<file path="src/rtl/split_assign_gen.sv">
// Candidate-assignment generator for split-constraint checkers: walks an
// exhaustive counter or an LFSR, checks one candidate per cycle, forwards hits.
module split_assign_gen #(
  parameter int               VEC_W = 32,
  parameter logic [VEC_W-1:0] TAPS  = VEC_W'(32'h8020_0003),
  parameter int               CNT_W = 32
) (
  input  logic             clk,
  input  logic             rst_n,
  input  logic             start,
  input  logic             mode,
  input  logic [VEC_W-1:0] seed,
  input  logic [CNT_W-1:0] max_tries,
  input  logic [CNT_W-1:0] num_sol,
  output logic [VEC_W-1:0] cand,
  output logic             cand_valid,
  input  logic             sat_in,
  output logic [VEC_W-1:0] sol_data,
  output logic             sol_valid,
  input  logic             sol_ready,
  output logic             busy,
  output logic             done,
  output logic             fail,
  output logic             exhausted,
  output logic [CNT_W-1:0] try_cnt,
  output logic [CNT_W-1:0] sol_cnt
);

  typedef enum logic [1:0] {IDLE, GEN, EMIT, DONE} state_t;

  state_t           state_q, state_d;
  logic [VEC_W-1:0] cand_q, cand_next, sol_q;
  logic             mode_q;
  logic [CNT_W-1:0] max_q, num_q, try_q, sol_cnt_q;
  logic [CNT_W-1:0] try_inc, sol_inc;
  logic             fail_q, exh_q;
  logic             space_end;

  // FSM control strobes
  logic load, adv, take, finish, fail_set;

  assign try_inc   = (try_q == '1) ? try_q : try_q + 1'b1;
  assign sol_inc   = (sol_cnt_q == '1) ? sol_cnt_q : sol_cnt_q + 1'b1;
  assign space_end = !mode_q && (cand_q == '1);
  assign cand_next = mode_q ? {cand_q[VEC_W-2:0], ^(cand_q & TAPS)} : cand_q + 1'b1;

  // NOTE: every signal driven here gets a default first, so no path leaves
  // one unassigned and no latch is inferred.
  always_comb begin
    state_d  = state_q;
    load     = 1'b0;
    adv      = 1'b0;
    take     = 1'b0;
    finish   = 1'b0;
    fail_set = 1'b0;
    case (state_q)
      IDLE, DONE: begin
        if (start) begin
          load    = 1'b1;
          state_d = GEN;
        end
      end
      GEN: begin
        if (sat_in) begin
          take    = 1'b1;
          state_d = EMIT;
        end else begin
          adv = 1'b1;
          if (try_inc == max_q || space_end) begin
            finish   = 1'b1;
            fail_set = 1'b1;
            state_d  = DONE;
          end
        end
      end
      EMIT: begin
        if (sol_ready) begin
          adv = 1'b1;
          // Quota beats budget beats exhaustion.
          if (sol_inc == num_q) begin
            finish  = 1'b1;
            state_d = DONE;
          end else if (try_q == max_q || space_end) begin
            finish   = 1'b1;
            fail_set = 1'b1;
            state_d  = DONE;
          end else begin
            state_d = GEN;
          end
        end
      end
      default: state_d = IDLE;
    endcase
  end

  // NOTE: sequential state uses non-blocking assignments only, so every
  // register samples pre-edge values regardless of statement order.
  always_ff @(posedge clk or negedge rst_n) begin
    if (!rst_n) begin
      state_q   <= IDLE;
      cand_q    <= '0;
      sol_q     <= '0;
      mode_q    <= 1'b0;
      max_q     <= '0;
      num_q     <= '0;
      try_q     <= '0;
      sol_cnt_q <= '0;
      fail_q    <= 1'b0;
      exh_q     <= 1'b0;
    end else begin
      state_q <= state_d;
      if (load) begin
        // An all-zero LFSR state would lock up, so mode 1 substitutes 1.
        cand_q    <= (mode && seed == '0) ? VEC_W'(1) : seed;
        mode_q    <= mode;
        max_q     <= (max_tries == '0) ? CNT_W'(1) : max_tries;
        num_q     <= (num_sol == '0) ? CNT_W'(1) : num_sol;
        try_q     <= '0;
        sol_cnt_q <= '0;
        fail_q    <= 1'b0;
        exh_q     <= 1'b0;
      end else begin
        if (state_q == GEN) try_q <= try_inc;
        if (take) sol_q <= cand_q;
        if (state_q == EMIT && sol_ready) sol_cnt_q <= sol_inc;
        if (adv) cand_q <= cand_next;
        if (finish) begin
          fail_q <= fail_set;
          exh_q  <= space_end;
        end
      end
    end
  end

  assign cand       = cand_q;
  assign cand_valid = (state_q == GEN);
  assign sol_data   = sol_q;
  assign sol_valid  = (state_q == EMIT);
  assign busy       = (state_q == GEN) || (state_q == EMIT);
  assign done       = (state_q == DONE);
  assign fail       = fail_q;
  assign exhausted  = exh_q;
  assign try_cnt    = try_q;
  assign sol_cnt    = sol_cnt_q;

endmodule
</file>
<file path="config.mk">
export PLATFORM = sky130hd
export DESIGN_NAME = split_assign_gen
export DESIGN_NICKNAME = d
export VERILOG_FILES = /design/src/rtl/split_assign_gen.sv
export SDC_FILE = /design/constraint.sdc
export NUM_CORES = 1
export LEC_CHECK = 0
export ABC_AREA = 1
export BUFFER_PORTS_ARGS = -buffer_cell sky130_fd_sc_hd__buf_2
export CAP_MARGIN = 20
export CORE_AREA = 2 2 183 185
export CTS_CLUSTER_SIZE = 16
export DETAILED_ROUTE_END_ITERATION = 16
export DIE_AREA = 0 0 185 187
export PLACE_DENSITY = 0.7
export SLEW_MARGIN = 20
export SYNTH_ARGS = -nofsm -noshare
export SYNTH_HDL_FRONTEND = slang
export SYNTH_SLANG_ARGS = --single-unit
</file>
<file path="constraint.sdc">
create_clock -name clk -period 2.6 [get_ports clk]
set_input_delay 0.65 -clock clk [delete_from_list [all_inputs] [get_ports clk]]
set_output_delay 0.65 -clock clk [all_outputs]
set_load 0.02 [all_outputs]
</file>
==> impl_metrics.csv <==
group,metric,value,unit
pwr,power.total,16200,µW
setup_path,path_common_cell,"nand2_1",
floorplan,die_w,185,µm
synthesis,synthCells,1870,
drt,wl_per_cell,17.6,µm
timing,setup_slack,0.0378,ns
setup_path,critical_path.max_fanout,9,
pwr,p_sw,7710,µW
drt,drt_pass1_iterations,6,
setup_path,startpoint_type,"flip-flop",
synthesis,synthAdderAreaFrac,0.581,%
setup_path,slowest_delay,0.38,ns
timing,period_needed,2.56,ns
synthesis,async_reset_ff_share,100,%
setup_path,rr_startpoint,"try_cnt[0]$_DFFE_PN0P_",
floorplan,ios,236,
pwr,power_frac_seq,31.4,%
floorplan,die_y,187,µm
pwr,p_comb_share,50.6,%
timing,hold_viol,0,
drt,via_count,14300,
floorplan,fp-row-count,67,
synthesis,synth-seq-cells,197,
timing,drv_slew,0,
clock_network,cts_hold_buf,0,
global_route,antenna_found_initial,2,
synthesis,yosys.area_share.simple,36.0,%
floorplan,die_area,34600,µm²
drt,drc,0,
setup_path,crit_chain,"ha_2 > nand2_2 > nor2_4 > nand2_4 > nor2_8 > nand3_4 > buf_12 > buf_6 > xnor2_1 > nor3_1 > nand2_1 > nor2_2 > nand2_1 > nand2_1 > nand3b_1 > nand2_1 > nand2_1 > nand2_1",
final_layout,drive_above_1_share,24.6,%
timing,worst_slew_pin_slew,0.536,ns
setup_path,critPathArrivalTime,2.96,ns
synthesis,synth.area.mux_share,0.0872,%
clock_network,clk_path_buf_depth,2,
final_layout,syn2layout_area_growth,29.0,%
drt,routed_wl,47100,µm
clock_network,cts_num_sinks,197,
synthesis,synth_ff_type,"dfrtp_1",
synthesis,syn_area_per_cell,6.91,µm²
synthesis,ys_warn_count,0,
clock_network,clk_pin_slew,0.08,ns
floorplan,placeableCoreArea,32900,µm²
timing,rsz0062_at_grt,"yes",
place,dp_hpwl,36000,µm
timing,slew_headroom,64.1,%
drt,avgViaCountPerCell,5.33,
floorplan,start_util,39.3,%
synthesis,synth.most_common_cell,"nand2_1",
place,placedCellCount,2624,
setup_path,crit_slowest_cell,"dfrtp_1",
drt,first_iter_violations,1025,
setup_path,endpoint_kind,"flip-flop",
synthesis,post-synth-top-area-fraction,38.2,%
setup_path,rr_endpoint,"fail$_DFFE_PN0P_",
setup_path,crit_end,"fail$_DFFE_PN0P_",
synthesis,synth_cell_types,46,
final_layout,layout.nets,2322,
pwr,leakagePower,0.00845,µW
drt,antenna_left,0,
clock_network,htreeDepth,4,
pwr,p_clk_share,18.0,%
global_route,grtUsageTotal,27.0,%
flow_run,maxCapViolations,0,
timing,setup_viol,0,
synthesis,syn-num-nets,1978,
setup_path,rr_worst_depth,18,
place,place_ws,-0.144,ns
min_path,hold_class,"input port to async pin",
synthesis,synth_common_cells,"nand2_1, dfrtp_1, inv_1",
timing,skew,0.0143,ns
synthesis,ys_seq_area_share,38.2,%
setup_path,crit_buf_inv,2,
synthesis,synth_area_leaders,"dfrtp_1, nand2_1, nand3_1",
final_layout,layout.cells.non_filler,2675,
setup_path,critPathKind,"flip-flop to flip-flop",
timing,whs,0.116,ns
clock_network,cts_root_buf,"clkbuf_16",
setup_path,worstSetupPathDepth,18,
place,gp_congestion,0.981,
timing,max_freq,390,MHz
setup_path,crit_family,"simple AND/OR/NAND/NOR gates",
synthesis,synth_top_area_cell,"dfrtp_1",
setup_path,worstSetupStartpoint,"try_cnt[0]$_DFFE_PN0P_",
place,port_buffers,235,
pwr,p_int,8490,µW
setup_path,worstPathRequired,3.00,ns
clock_network,clk_latency,0.46,ns
global_route,grt_overflow,0,
final_layout,nFillCells,3330,
final_layout,diodes,0,
pwr,peakVddDrop,0.799,mV
synthesis,synth_xor_area_share,5.83,%
synthesis,synth_area,12900,µm²
global_route,grt_pass1_vias,13600,
pwr,power.density,972,nW/µm²
global_route,grt_max_degree,96,
global_route,grt_pass1_wl,73400,µm
synthesis,synth_edf_count,0,
clock_network,numCtsBuffers,17,
timing,finalCritPeriodShare,98.5,%
clock_network,cts_tree,"yes",
setup_path,r2r_setup_slack,0.04,ns
pwr,swShare,47.6,%
outcome,status,"complete, no violations",
synthesis,synth_top_family_by_area,"simple AND/OR/NAND/NOR gates",
synthesis,synth_compound_area_share,11.2,%
[worst min-delay path by stage]
stage | startpoint | endpoint | slack (ns)
floorplan | rst_n | cand[0]$_DFFE_PN0P_ | 0.35
global placement | sol_data[23]$_DFFE_PN0P_ | sol_data[23]$_DFFE_PN0P_ | 0.47
detailed placement | sol_data[7]$_DFFE_PN0P_ | sol_data[7]$_DFFE_PN0P_ | 0.47
CTS | rst_n | sol_cnt[21]$_DFFE_PN0P_ | 0.13
global route | rst_n | sol_cnt[21]$_DFFE_PN0P_ | 0.14
finish | rst_n | sol_cnt[26]$_DFFE_PN0P_ | 0.12
[power by group through the flow]
stage	registers (µW)	logic (µW)	clock network (µW)
floorplan	5500	4730	0
global placement	5070	7920	0
detailed placement	5100	8020	0
CTS	5060	8090	2950
global route	5210	9140	3060
finish	5080	8200	2910
[state kept, by name, summed over array words and instances (netlist names)]
signal,count
mode_q,1
sol_data,32
try_cnt,32
num_q,32
exhausted,1
sol_cnt,32
fail,1
cand,32
max_q,32
state_q,2
[repair_timing]
action,4_1_cts,5_1_grt
cloned,0,2
pin swaps,2,18
buffers inserted,2,15
resized for setup,13,94
endpoints found under the setup margin,4,7
[worst reg2reg max path, cell delays in order, from the launching register on]
cell	delay (ns)
dfrtp_1	0.38
ha_2	0.20
nand2_2	0.07
nor2_4	0.17
nand2_4	0.09
nor2_8	0.11
nand3_4	0.15
buf_12	0.19
buf_6	0.14
xnor2_1	0.12
nor3_1	0.20
nand2_1	0.10
nor2_2	0.15
nand2_1	0.10
nand2_1	0.08
nand3b_1	0.09
nand2_1	0.07
nand2_1	0.05
nand2_1	0.07
[cell families (layout without fill, tap and decap cells)]
group	count (synthesis)	after routing
simple gates	1058	1058
compound gates	263	263
buf+inv	259	616
flops	197	197
xor+xnor	86	86
fa+ha+maj	6	6
mux	1	1
[final cells by class]
cell class	instances	area, µm²	area share [%]
Multi-Input combinational cell	1414	7270	43.6
Inverter	190	716	4.30
Sequential cell	197	4940	29.6
Clock inverter	14	188	1.13
Clock buffer	18	439	2.64
Timing Repair Buffer	394	2550	15.3
Tap cell	448	561	3.37
[per-layer routing]
layer	up-vias	part of all wire, %	track usage [%]
met1	6763	44	36.5
met4	4	3.0	9.16
met2	597	46	43.1
met3	86	7.6	5.26
met5	-	0.055	0
li1	6805	-	-
[layout by cell type, fill, tap and decap left out, types with 3 or more instances in the layout]
cell       count
nand2_1      559
buf_2        234
dfrtp_1      192
inv_1        178
buf_4        145
o21ai_0      142
nand3_1      142
nor2_1       126
xor2_1        76
a21oi_1       61
nand4_1       42
nor4_1        32
nand2_2       30
nor2_2        27
nor3_1        26
a22oi_1       24
nand3b_1      21
clkbuf_16     19
o22ai_1       17
nor2_4        15
nand3_2       13
buf_12        10
nand2_4        9
xnor2_1        8
inv_2          7
inv_6          6
and2_1         5
dfrtp_2        5
clkinv_1       4
o221ai_1       4
ha_1           4
o21ai_1        3
bufinv_16      3
[metrics by stage]
step           setup TNS [ns]  instance area (µm²)  utilization [%]
2_1_floorplan               0                12900                -
3_3_place_gp           -0.119                15500             47.2
3_5_place_dp           -0.353                15500             47.2
4_1_cts                     0                16200             49.2
5_1_grt                -0.498                16700             50.7
6_report                    0                16700             50.7
Power figures use the tool's default switching activity.
